--- src/rtl/cdb_pkg.sv ---
// Shared definitions for the common data bus arbiter.
// Holds bus widths, the invalid ROB tag, the buffered result payload and
// the two-slot round-robin pick helper used by cdb_arbiter.
package cdb_pkg;

  localparam int unsigned ROB_W   = 6;
  localparam int unsigned DATA_W  = 32;
  localparam int unsigned MAX_REQ = 8;

  localparam logic [ROB_W-1:0] INVALID_ROB = 6'b010000;

  typedef struct packed {
    logic [ROB_W-1:0]  robNum;
    logic [DATA_W-1:0] data;
  } cdb_entry_t;

  typedef struct packed {
    logic [MAX_REQ-1:0] g1;
    logic [MAX_REQ-1:0] g2;
  } grant2_t;

  // Scan from ptr upward modulo n; first set bit wins slot 1, next distinct one slot 2.
  function automatic grant2_t rr_pick2(input logic [MAX_REQ-1:0] valid,
                                       input logic [2:0]         ptr,
                                       input int unsigned        n);
    grant2_t    g;
    logic       found1;
    logic [2:0] idx;
    g      = '0;
    found1 = 1'b0;
    for (int unsigned i = 0; i < MAX_REQ; i++) begin
      idx = 3'((32'(ptr) + i) % n);
      if ((i < n) && valid[idx] && (g.g2 == '0)) begin
        if (!found1) begin
          g.g1[idx] = 1'b1;
          found1    = 1'b1;
        end else begin
          g.g2[idx] = 1'b1;
        end
      end
    end
    return g;
  endfunction

  // Index of the set bit in a one-hot vector (0 when empty).
  function automatic logic [2:0] oh_index(input logic [MAX_REQ-1:0] oh);
    logic [2:0] r;
    r = '0;
    for (int unsigned i = 0; i < MAX_REQ; i++) begin
      if (oh[i]) r = 3'(i);
    end
    return r;
  endfunction

endpackage

--- src/rtl/cdb_req_fifo.sv ---
// Per-requester result FIFO (DEPTH entries, DEPTH a power of two >= 2).
// Ports: clock, reset (async, active-high), flush_i (sync clear),
//        push_i/din_i (write, ignored when full), pop_i (read, ignored when empty),
//        head_o (oldest entry), full_o, empty_o.
module cdb_req_fifo
  import cdb_pkg::*;
#(
  parameter int unsigned DEPTH = 2
) (
  input  logic       clock,
  input  logic       reset,
  input  logic       flush_i,
  input  logic       push_i,
  input  cdb_entry_t din_i,
  input  logic       pop_i,
  output cdb_entry_t head_o,
  output logic       full_o,
  output logic       empty_o
);

  localparam int unsigned AW = $clog2(DEPTH);
  localparam int unsigned CW = $clog2(DEPTH + 1);

  cdb_entry_t    mem_q [DEPTH];
  logic [AW-1:0] wr_q, rd_q;
  logic [CW-1:0] cnt_q;
  logic          do_push, do_pop;

  assign full_o  = (cnt_q == CW'(DEPTH));
  assign empty_o = (cnt_q == '0);
  assign head_o  = mem_q[rd_q];
  assign do_push = push_i && !full_o;
  assign do_pop  = pop_i && !empty_o;

  // Pointers wrap naturally because DEPTH is a power of two.
  always_ff @(posedge clock or posedge reset) begin
    if (reset) begin
      wr_q  <= '0;
      rd_q  <= '0;
      cnt_q <= '0;
    end else if (flush_i) begin
      wr_q  <= '0;
      rd_q  <= '0;
      cnt_q <= '0;
    end else begin
      wr_q  <= wr_q + AW'(do_push);
      rd_q  <= rd_q + AW'(do_pop);
      cnt_q <= cnt_q + CW'(do_push) - CW'(do_pop);
    end
  end

  // Storage needs no reset; entries are only read while counted valid.
  always_ff @(posedge clock) begin
    if (do_push && !flush_i) mem_q[wr_q] <= din_i;
  end

endmodule

--- src/rtl/cdb_arbiter.sv ---
// Two-slot common data bus arbiter.
// Buffers results from NUM_REQ producers in per-requester FIFOs and every
// cycle grants up to two distinct non-empty FIFOs round-robin onto the
// registered CDB / CDB2 outputs.
// Ports: clock, reset (async, active-high), flush (sync clear),
//        req_valid/req_robNum/req_data (packed per requester), req_ready,
//        CDBiscast/CDBrobNum/CDBdata (slot 1), CDBiscast2/CDBrobNum2/CDBdata2
//        (slot 2), pending (any FIFO non-empty).
// Optional: define CDB_BRANCH_PRIORITY_EN to give requester 0 fixed
//           ownership of slot 1 whenever it has a result.
module cdb_arbiter
  import cdb_pkg::*;
#(
  parameter int unsigned NUM_REQ = 4,
  parameter int unsigned DEPTH   = 2
) (
  input  logic                      clock,
  input  logic                      reset,
  input  logic                      flush,
  input  logic [NUM_REQ-1:0]        req_valid,
  input  logic [NUM_REQ*ROB_W-1:0]  req_robNum,
  input  logic [NUM_REQ*DATA_W-1:0] req_data,
  output logic [NUM_REQ-1:0]        req_ready,
  output logic                      CDBiscast,
  output logic [ROB_W-1:0]          CDBrobNum,
  output logic [DATA_W-1:0]         CDBdata,
  output logic                      CDBiscast2,
  output logic [ROB_W-1:0]          CDBrobNum2,
  output logic [DATA_W-1:0]         CDBdata2,
  output logic                      pending
);

  localparam int unsigned PTR_W = (NUM_REQ > 1) ? $clog2(NUM_REQ) : 1;

  logic [PTR_W-1:0]              rr_q, rr_d;
  logic [NUM_REQ-1:0]            empty, full, push, pop;
  cdb_entry_t [NUM_REQ-1:0]      head;
  logic [MAX_REQ-1:0]            valid_mask;
  grant2_t                       g;
  cdb_entry_t                    s1, s2;
  logic                          upd1;

  assign req_ready  = ~full;
  assign pending    = |(~empty);
  assign push       = req_valid & ~full;
  assign valid_mask = MAX_REQ'(~empty);

  // Requester FIFOs.
  for (genvar k = 0; k < NUM_REQ; k++) begin : g_fifo
    cdb_req_fifo #(.DEPTH(DEPTH)) u_fifo (
      .clock  (clock),
      .reset  (reset),
      .flush_i(flush),
      .push_i (push[k]),
      .din_i  ({req_robNum[k*ROB_W +: ROB_W], req_data[k*DATA_W +: DATA_W]}),
      .pop_i  (pop[k]),
      .head_o (head[k]),
      .full_o (full[k]),
      .empty_o(empty[k])
    );
  end

  // Grant selection from the current FIFO state.
  always_comb begin
    grant2_t gt;
    g  = '0;
    gt = '0;
`ifdef CDB_BRANCH_PRIORITY_EN
    if (valid_mask[0]) begin
      gt   = rr_pick2(valid_mask & ~MAX_REQ'(1), 3'(rr_q), NUM_REQ);
      g.g1 = MAX_REQ'(1);
      g.g2 = gt.g1;
    end else begin
      g = rr_pick2(valid_mask, 3'(rr_q), NUM_REQ);
    end
`else
    gt = rr_pick2(valid_mask, 3'(rr_q), NUM_REQ);
    g  = gt;
`endif
  end

  assign pop = g.g1[NUM_REQ-1:0] | g.g2[NUM_REQ-1:0];

  // A slot-1 grant to the branch requester does not advance the pointer.
`ifdef CDB_BRANCH_PRIORITY_EN
  assign upd1 = (g.g1 != '0) && !g.g1[0];
`else
  assign upd1 = (g.g1 != '0);
`endif

  always_comb begin
    rr_d = rr_q;
    if (g.g2 != '0) begin
      rr_d = PTR_W'((32'(oh_index(g.g2)) + 32'd1) % NUM_REQ);
    end else if (upd1) begin
      rr_d = PTR_W'((32'(oh_index(g.g1)) + 32'd1) % NUM_REQ);
    end
  end

  // Slot payload muxes; an ungranted slot carries the idle pattern.
  always_comb begin
    s1 = '{robNum: INVALID_ROB, data: '0};
    s2 = '{robNum: INVALID_ROB, data: '0};
    for (int unsigned k = 0; k < NUM_REQ; k++) begin
      if (g.g1[k]) s1 = head[k];
      if (g.g2[k]) s2 = head[k];
    end
  end

  // Registered bus outputs and round-robin pointer.
  always_ff @(posedge clock or posedge reset) begin
    if (reset) begin
      rr_q       <= '0;
      CDBiscast  <= 1'b0;
      CDBrobNum  <= INVALID_ROB;
      CDBdata    <= '0;
      CDBiscast2 <= 1'b0;
      CDBrobNum2 <= INVALID_ROB;
      CDBdata2   <= '0;
    end else if (flush) begin
      CDBiscast  <= 1'b0;
      CDBrobNum  <= INVALID_ROB;
      CDBdata    <= '0;
      CDBiscast2 <= 1'b0;
      CDBrobNum2 <= INVALID_ROB;
      CDBdata2   <= '0;
    end else begin
      rr_q       <= rr_d;
      CDBiscast  <= |g.g1;
      CDBrobNum  <= s1.robNum;
      CDBdata    <= s1.data;
      CDBiscast2 <= |g.g2;
      CDBrobNum2 <= s2.robNum;
      CDBdata2   <= s2.data;
    end
  end

endmodule

--- config.mk ---
export PLATFORM = sky130hd
export DESIGN_NAME = cdb_arbiter
export DESIGN_NICKNAME = d
export VERILOG_FILES = /design/src/rtl/cdb_pkg.sv /design/src/rtl/cdb_req_fifo.sv /design/src/rtl/cdb_arbiter.sv
export SDC_FILE = /design/constraint.sdc
export NUM_CORES = 1
export LEC_CHECK = 0
export BUFFER_PORTS_ARGS = -buffer_cell sky130_fd_sc_hd__buf_4
export CAP_MARGIN = 15
export CORE_MARGIN = 2
export CORE_UTILIZATION = 55
export CTS_BUF_LIST = sky130_fd_sc_hd__clkbuf_16
export CTS_CLUSTER_DIAMETER = 80
export DETAILED_ROUTE_END_ITERATION = 10
export GPL_ROUTABILITY_DRIVEN = 0
export PLACE_DENSITY = 0.8
export SYNTH_ARGS = -nofsm -noshare
export SYNTH_HDL_FRONTEND = slang
export SYNTH_SLANG_ARGS = --single-unit
--- constraint.sdc ---
create_clock -name clock -period 5.2 [get_ports clock]
set_clock_uncertainty 0.15 [all_clocks]
set_input_delay 1.04 -clock clock [delete_from_list [all_inputs] [get_ports clock]]
set_output_delay 1.04 -clock clock [all_outputs]
set_load 0.1 [all_outputs]
==> summary by stage, run 1 <==
Run status
The flow ran to the end, and the final reports show no timing, DRC or antenna violations.

Timing
Derived from the worst setup path, the maximum achievable clock frequency is 235 MHz. The final worst slack is 0.944 ns. The period utilization is 81.8%. For the pin with the worst max-slew slack, the measured transition is 1.21 ns. The total count of max-transition violations in the final report was 0. The post-route minimum period is 4.26 ns. The final number of hold-violating endpoints came to 0. On the final layout, the worst hold slack is 0.430 ns. Headroom to the max-slew limit came out at 19.6%. Setup repair after global routing left no endpoint under its margin. Setup violations remaining at the end of the flow were counted as 0. The summed negative setup slack over all endpoints is 0 ns.

Critical path
The most prevalent standard cell on the critical path is sky130_fd_sc_hd__ha_1. Traced cell by cell, the critical path runs through inv_1 -> ha_1 -> mux4_2 -> or3_1 -> o311a_4 -> and2_4 -> a21oi_4 -> a21oi_2 -> ha_1 -> inv_1 -> ha_1 -> xnor2_1 -> nor2_1. The highest cell delay on the worst timing path is 0.57 ns. The classification of the worst setup path is reg -> reg. The worst setup path is captured at a flop. Counting cells, the worst reg-to-reg path comes to 13.

Broken down by cell family, the worst path's largest delay share belongs to adder cells. The beginning of the worst register-to-register path is rr_q[0]. The slack of the worst reg-to-reg path is 0.94 ns. The critical path crosses 13 cells after its start point. In this run the worst setup path terminates at g_fifo[1].u_fifo.cnt_q[1]. The start point of the critical path is rr_q[0]. The worst setup path is launched from a flop. The endpoint identified for the worst register-to-register timing path is g_fifo[1].u_fifo.cnt_q[1]. The cell with the largest stage delay on the worst path is sky130_fd_sc_hd__a21oi_4.

The buffer and inverter count on the worst path is 2. The data required time of the critical path is 5.41 ns. The arrival time of data at the critical path endpoint is 4.47 ns. Along the worst path, the maximum fanout reaches 21.

Synthesis
The post-synthesis register bit count is 400. The number of synthesized flops with an enable pin is 304. The fraction of registers with async set or reset after synthesis is 24.0%. Yosys attributes the largest share of cell area to sky130_fd_sc_hd__edfxtp_1 (54%), sky130_fd_sc_hd__dfrtp_1 (14%), sky130_fd_sc_hd__mux2i_1 (6.7%), sky130_fd_sc_hd__mux2_2 (2.7%), sky130_fd_sc_hd__a21oi_1 (2.6%). The share of synthesized area in the top cell type comes to 54.4%. The share of synthesized area occupied by flip-flops and latches is 68.8%. Summed over all instances, the cell type with the most area after synthesis is sky130_fd_sc_hd__edfxtp_1. Averaged over all synthesized cells, the footprint is 15.0 sq um.

The number of warnings printed during yosys synthesis is 0. The unique cell type count in the Yosys netlist is 63. Among all flip-flop cells after synthesis, the most frequent one is sky130_fd_sc_hd__edfxtp_1. When the netlist entered floorplanning its net count stood at 1290. The gate count after technology mapping is 1115.

The mapped netlist covers 0.0168 sq mm.

Clock network
The root buffer cell is sky130_fd_sc_hd__clkbuf_16. TritonCTS built the clock tree. The number of buffers on the longest clock path is 3. The total number of H-tree levels is 2. Clock-pin slew was measured on the worst setup and hold paths at 0.06 ns.

The CTS buffer count is 40. The clock sink count is 400. The number of gates given a new drive strength after cts is 0. The worst-skew pair later-pin latency is 0.53 ns. The post-CTS repair timing setup buffer count is 0.

Hold repair after CTS inserted 0 buffers.

Finish
At the end of the flow, the number of nets in the layout was 1515. Once layout is done, the placed cells without fillers occupy 0.0202 sq mm. The area added between synthesis and finish is 20.6%. Of the cells placed in the final design, the portion with a size suffix greater than 1 is 30.2%.

Placement
Input and output buffers added on the ports amount to 241. The worst-case setup slack after placement is 1.02 ns. The cell area after placement is 0.0189 sq mm. The HPWL reported at the end of detailed placement is 27200 microns.

Pwr
The total power consumption of the routed design is 14.3 mW. The total leakage power is 7.47 nW. VDD sags by at most 0.682 mV. In this run the power density over the cells is 709 mW/mm^2.

Job
The max-capacitance violation count is 0.

Floorplan
For this configuration, the core starts out at a cell density of 56.3%. The die is 179 microns tall. The number of top-level pins is 242.

The floorplan has 63 rows. The die span in x is 179 microns. In this run the standard cell core region covers 0.0298 sq mm. The floorplan die area is 0.0319 sq mm.

GRT
The largest net degree at the start of global routing is 77. The initial antenna violation count came to 0. The number of global-route vias before repair was 11.0k.

The all-layer global routing usage is 26.6%. The first global-routing pass estimated 62900 microns of wire. The total overflow left after global routing is 0.

Detailed routing
The final antenna-violating net count is 0. The detailed-route wire length is 42500 microns. The via count normalized by instance count is 6.11. In the routed design, unresolved DRC markers number 0. The first detailed-routing pass ran for 6 iterations. After the first detailed-routing iteration, the DRC count stood at 1105. The final route contains 10.8k vias.

In the final routed layout, each cell accounts on average for 24.1 microns.

Hold path
The class of the tightest hold or removal check is reg -> reg.
## final cells by class
| class | instances | area [sq um] |
|---|---|---|
| Sequential cell | 400 | 11500 |
| Fill cell | 2039 | 9580 |
| Multi-Input combinational cell | 618 | 4830 |
| Timing Repair Buffer | 264 | 2000 |
| Clock buffer | 42 | 1050 |
| Tap cell | 390 | 488 |
| Clock inverter | 32 | 241 |
| Inverter | 16 | 62.6 |
| Antenna cell | 1 | 2.50 |
## cell usage after synthesis, drive strengths merged (3+ instances only)
| library cell | n |
|---|---|
| o2bb2ai | 4 |
| ha | 16 |
| mux2i | 112 |
| o221ai | 38 |
| xor2 | 8 |
| nor3 | 8 |
| nor3b | 4 |
| or3 | 3 |
| nor2 | 23 |
| mux4 | 6 |
| o22ai | 39 |
| nor2b | 5 |
| or2 | 5 |
| and2 | 4 |
| nand3 | 7 |
| nand2 | 89 |
| xnor2 | 7 |
| edfxtp | 304 |
| mux2 | 41 |
| buf | 37 |
| clkbuf | 44 |
| inv | 16 |
| a31oi | 4 |
| nand4 | 3 |
| a21o | 3 |
| a32o | 37 |
| dfrtp | 94 |
| a21oi | 88 |
| o21ai | 43 |
## registers in the layout, summed over array words and instances, names as in the netlist
name,flops
rr_q,2
g_fifo.u_fifo.mem_q,304
CDBdata,32
CDBrobNum,6
CDBiscast,1
CDBrobNum2,6
g_fifo.u_fifo.wr_q,4
CDBiscast2,1
g_fifo.u_fifo.cnt_q,8
CDBdata2,32
g_fifo.u_fifo.rd_q,4
## worst reg2reg max path, stage by stage, from the launching register on
cell and delay, ns:
sky130_fd_sc_hd__dfrtp_1 0.53, sky130_fd_sc_hd__inv_1 0.25, sky130_fd_sc_hd__ha_1 0.42, sky130_fd_sc_hd__mux4_2 0.48
sky130_fd_sc_hd__or3_1 0.42, sky130_fd_sc_hd__o311a_4 0.17, sky130_fd_sc_hd__and2_4 0.17, sky130_fd_sc_hd__a21oi_4 0.57
sky130_fd_sc_hd__a21oi_2 0.16, sky130_fd_sc_hd__ha_1 0.32, sky130_fd_sc_hd__inv_1 0.04, sky130_fd_sc_hd__ha_1 0.20
sky130_fd_sc_hd__xnor2_1 0.17, sky130_fd_sc_hd__nor2_1 0.07
## cells in the final DEF (no fill, tap or decap), drive strengths merged, types with 14 or more instances in the layout
cell type	n
clkinv	14
o22ai	39
inv	28
a21oi	88
ha	16
mux2i	112
a32o	37
o21ai	43
edfxtp	304
clkbuf	42
nand2	89
nor2	23
dfrtp	94
mux2	41
o221ai	38
buf	264
## worst min path at each step
stage / startpoint / to / slack [ns] / cells past startpoint
after floorplan: g_fifo[0].u_fifo.wr_q / g_fifo[0].u_fifo.wr_q / 0.37 / 2
after global placement: g_fifo[3].u_fifo.wr_q / g_fifo[3].u_fifo.wr_q / 0.40 / 2
after detailed placement: g_fifo[3].u_fifo.wr_q / g_fifo[3].u_fifo.wr_q / 0.42 / 2
after CTS: g_fifo[1].u_fifo.wr_q / g_fifo[1].u_fifo.wr_q / 0.43 / 2
after global routing: g_fifo[0].u_fifo.wr_q / g_fifo[0].u_fifo.wr_q / 0.45 / 2
final: g_fifo[0].u_fifo.wr_q / g_fifo[0].u_fifo.wr_q / 0.43 / 2
## through the flow
step | utilization, % | cells
2_1_floorplan | - | 1115
3_3_place_gp | 63.4 | 1687
3_5_place_dp | 63.4 | 1687
4_1_cts | 67.8 | 1761
5_1_grt | 67.8 | 1762
6_report | 67.9 | 1763
## cell families after synthesis
family / after synthesis / share of synthesized area (%)
XOR/XNOR: 15 / 0.783
flip-flops: 400 / 68.8
adder cells (fa/ha/maj): 16 / 1.19
multiplexers: 159 / 10.2
AND/OR/NAND/NOR: 156 / 4.22
AO/OA/AOI/OAI: 272 / 11.9
buffers and inverters: 97 / 2.89
## layer usage
layer / up-vias / wire length (microns) / global-route usage [%]
met1: 5255 / 16300 / 35.1
met5: - / 0 / 0
met2: 633 / 20600 / 44.1
met4: 0 / 1630 / 10.9
met3: 106 / 3880 / 4.31
li1: 4785 / - / -
## where the power goes
group / total, mW / internal [mW] / switching (mW)
registers: 4.15 / 3.91 / 0.238
clock network: 2.81 / 1.62 / 1.19
logic: 7.38 / 2.39 / 4.99
total: 14.3 / 7.92 / 6.42
Note: power is estimated with default switching activity, not from simulation.
==> run 2: changes to the inputs <==
- CORE_UTILIZATION: 55 -> 52
- PLACE_DENSITY: 0.8 -> 0.79
- clock period: 5.2 -> 3.8 ns (I/O delays scaled with it)
==> run 2 against run 1 <==
Against the previous run: critical path depth unchanged; wire length is 4.8% higher; cell count grew 2.0%; highest routed layer unchanged; worst hold slack got worse by 0.19 ns; critical endpoint is now g_fifo[0].u_fifo.cnt_q[1]; global-route usage decreased by 0.29 points; sequential share of layout area decreased by 0.97 points; fmax grew 18%; first-iteration DRC count decreased by 1.8%; clock power grew 35%.
==> summary by stage, run 2 (synthesis gave the netlist of run 1 again) <==
Run status
The flow ran to the end, and the final reports show no timing, DRC or antenna violations.

Critical path
The cell that appears most often on the critical path is sky130_fd_sc_hd__ha_1. The maximum fanout along the worst path is 8. The startpoint type of the worst setup path is a flop. The critical path is of the reg -> reg type. The arrival time of data at the critical path endpoint is 3.85 ns.

Traced cell by cell, the critical path runs through inv_1 -> ha_1 -> mux4_2 -> or3_1 -> o311a_4 -> a21oi_1 -> a21oi_1 -> ha_1 -> inv_1 -> ha_1 -> xor2_1 -> xnor2_1 -> nor2_1. The cell with the largest stage delay on the worst path is sky130_fd_sc_hd__mux4_2. The critical path capture point type is a flop. The data required time of the critical path is 4.03 ns.

On the worst path, the slowest cell contributes a delay of 0.42 ns.

Job
Across the run, the number of max-cap violations was 0.

Timing
Setup repair after global routing left no endpoint under its margin. Based on the critical path, the design can be clocked at up to 276 MHz. The period utilization is 95.3%. The summed negative setup slack over all endpoints is 0 ns. The final number of hold-violating endpoints was 0. For the pin with the worst max-slew slack, the measured transition is 0.894 ns. The final count of negative-setup-slack endpoints is 0. The post-route minimum period is 3.62 ns. Headroom to the max-slew limit came out at 40.2%. The total count of max-transition violations in the final report was 0.

Clock network
The worst-skew pair later-pin latency is 0.53 ns. The clock net in this run drives a total of 400 sinks. The number of clock buffers added by TritonCTS is 41.

CTS placed an instance of sky130_fd_sc_hd__clkbuf_16 at the clock tree root. The clock slew seen by the registers of the worst setup and hold paths is 0.06 ns. In this run the deepest clock path goes through 3 buffers. The total number of H-tree levels is 2. The clock tree from TritonCTS is built.

Pwr
In this run switching power makes up 44.4% of total power. VDD sags by at most 0.720 mV. The clock power share is 18.6%. The total leakage power is 7.65 nW. The total internal power is 11.3 mW. Registers are responsible for 27.8% of the overall power. The net switching power is 9.06 mW.

In this run, the combinational gates consume 53.6% of the power. For this design the ratio of total power to cell area is 991 mW/mm^2.

Placement
The number of buffers inserted by port buffering is 241. The HPWL reported at the end of detailed placement is 28400 microns. Summing all placed instances gives a cell area of 0.0192 sq mm.

Detailed routing
The detail-routed net length per standard cell is 24.7 microns. In the routed layout, each cell is associated on average with a via count of 6.18. For this block, the via count after detailed routing is 11.1k. The first-iteration detailed-routing DRC count is 1085. After detailed routing, the total wire length is 44500 microns. The post-route DRC violation count is 0.

The final antenna-violating net count is 0. The iteration count of the initial detailed-routing pass is 5.

GRT
The leftover overflow at the end of global routing is 0. The initial antenna violation count is 1. The largest net degree at the start of global routing is 52. The number of global-route vias before repair came to 11.4k.

The first global-routing pass estimated 66200 microns of wire. Global routing used 26.3% of the available tracks across all layers.

Floorplan
The core region is 0.0316 sq mm. The floorplan step defined a die boundary enclosing 0.0337 sq mm. The floorplan step set the die height to 184 microns. The starting density of the core is 53.0%. The floorplan has 65 rows. The die span in x is 184 microns. In this run the count of I/O pins placed on the die edge is 242.

Hold path
The class of the tightest hold or removal check is in -> async.

Finish
The most frequent standard cell in the layout excluding fill and tap cells is sky130_fd_sc_hd__edfxtp_1. g_fifo.u_fifo.mem_q holds more flip-flops than any other register. The area added between synthesis and finish is 22.7%. Cells with a size suffix above 1 make up 31.8% of the layout.

Leaving out fill and tap cells, the most frequent cells in the layout are sky130_fd_sc_hd__edfxtp_1 (304), sky130_fd_sc_hd__buf_4 (275), sky130_fd_sc_hd__mux2i_1 (112). The register with the most flip-flops in the layout has 304 of them. The largest registers in the layout are g_fifo.u_fifo.mem_q (304), CDBdata2 (32), CDBdata (32). The filler cell count in the final layout is 2238.

After routing the design area is 0.0206 sq mm. The final layout contains 1538 nets.
run 2: cell types whose count changed in the layout (fill, tap and decap cells not counted), moves of 2 or more:
cell                         change
sky130_fd_sc_hd__nor3b_2         -4
sky130_fd_sc_hd__buf_12         +10
sky130_fd_sc_hd__clkinv_2        +8
sky130_fd_sc_hd__clkinvlp_4      -2
sky130_fd_sc_hd__nor3b_4         +4
sky130_fd_sc_hd__inv_1           -4
sky130_fd_sc_hd__nor3_4          +4
sky130_fd_sc_hd__buf_4          +12
sky130_fd_sc_hd__nor3_2          -4
run 2: metal layers:
metal  part of all wire, %  wire (microns)  track usage, %
met4                   3.6            1600            10.3
met1                    38           16700            33.9
met3                   9.6            4280            5.45
met5                     0               0               0
met2                    49           21900            43.8
run 2: final cells by class:
class / count / area (sq um) / share of cell area (%)
clock buffer: 43 / 1080 / 5.23
tap: 402 / 503 / 2.44
multi-input combinational: 618 / 4890 / 23.8
antenna: 1 / 2.50 / 0.0122
timing repair buffer: 286 / 2290 / 11.1
clock inverter: 33 / 204 / 0.991
sequential: 400 / 11500 / 56.1
inverter: 16 / 62.6 / 0.304
run 2: worst max-delay path, delay by kind of cell (launching register included):
kind                       cells  cell delay (ns)
adders and majority gates      3             0.80
xor gates and xnor gates       2             0.30
DFF                            1             0.38
and+or+nand+nor                2             0.47
muxes                          1             0.42
buffers and inverters          2             0.31
AOI/OAI and AO/OA              3             0.64
run 2: through the flow:
stage / instances / total power, mW / util (%) / hold slack [ns] / setup slack, ns
6_report: 1799 / 20.4 / 65.0 / 0.236 / 0.180
3_5_place_dp: 1717 / 16.3 / 60.8 / 0.453 / 0.0867
5_1_grt: 1798 / 21.3 / 65.0 / 0.247 / 0.0343
4_1_cts: 1793 / 20.2 / 64.8 / 0.248 / 0.0821
3_3_place_gp: 1717 / 16.0 / 60.8 / 0.433 / 0.237
2_1_floorplan: 1115 / 13.4 / - / 0.386 / 0.262
run 2: worst paths after layout:
check | start | to | slack, ns | cells after the start
min in group clock | req_data[127] | g_fifo[3].u_fifo.mem_q[0][31] | 0.26 | 1
max in group asynchronous | reset | CDBrobNum2[4] | 2.48 | 3
worst max-delay path | rr_q[0] | g_fifo[0].u_fifo.cnt_q[1] | 0.18 | 13
worst min register to register | g_fifo[3].u_fifo.mem_q[1][23] | CDBdata2[23] | 0.46 | 2
worst min-delay path | reset | CDBdata2[28] | 0.24 | 2
worst max register to register | rr_q[0] | g_fifo[0].u_fifo.cnt_q[1] | 0.18 | 13
run 2: power groups by stage:
stage | logic [mW] | registers [mW] | clock network, mW
2_1_floorplan | 6.20 | 7.25 | 0
3_3_place_gp | 10.3 | 5.74 | 0
3_5_place_dp | 10.6 | 5.75 | 0
4_1_cts | 10.7 | 5.67 | 3.85
5_1_grt | 11.6 | 5.71 | 4.04
6_report | 10.9 | 5.67 | 3.79
run 2: timing repair:
action | CTS | global route
hold buffers | 0 | 0
buffers inserted | 0 | 4
resized for setup | 0 | 3
endpoints found under the setup margin | 0 | 7
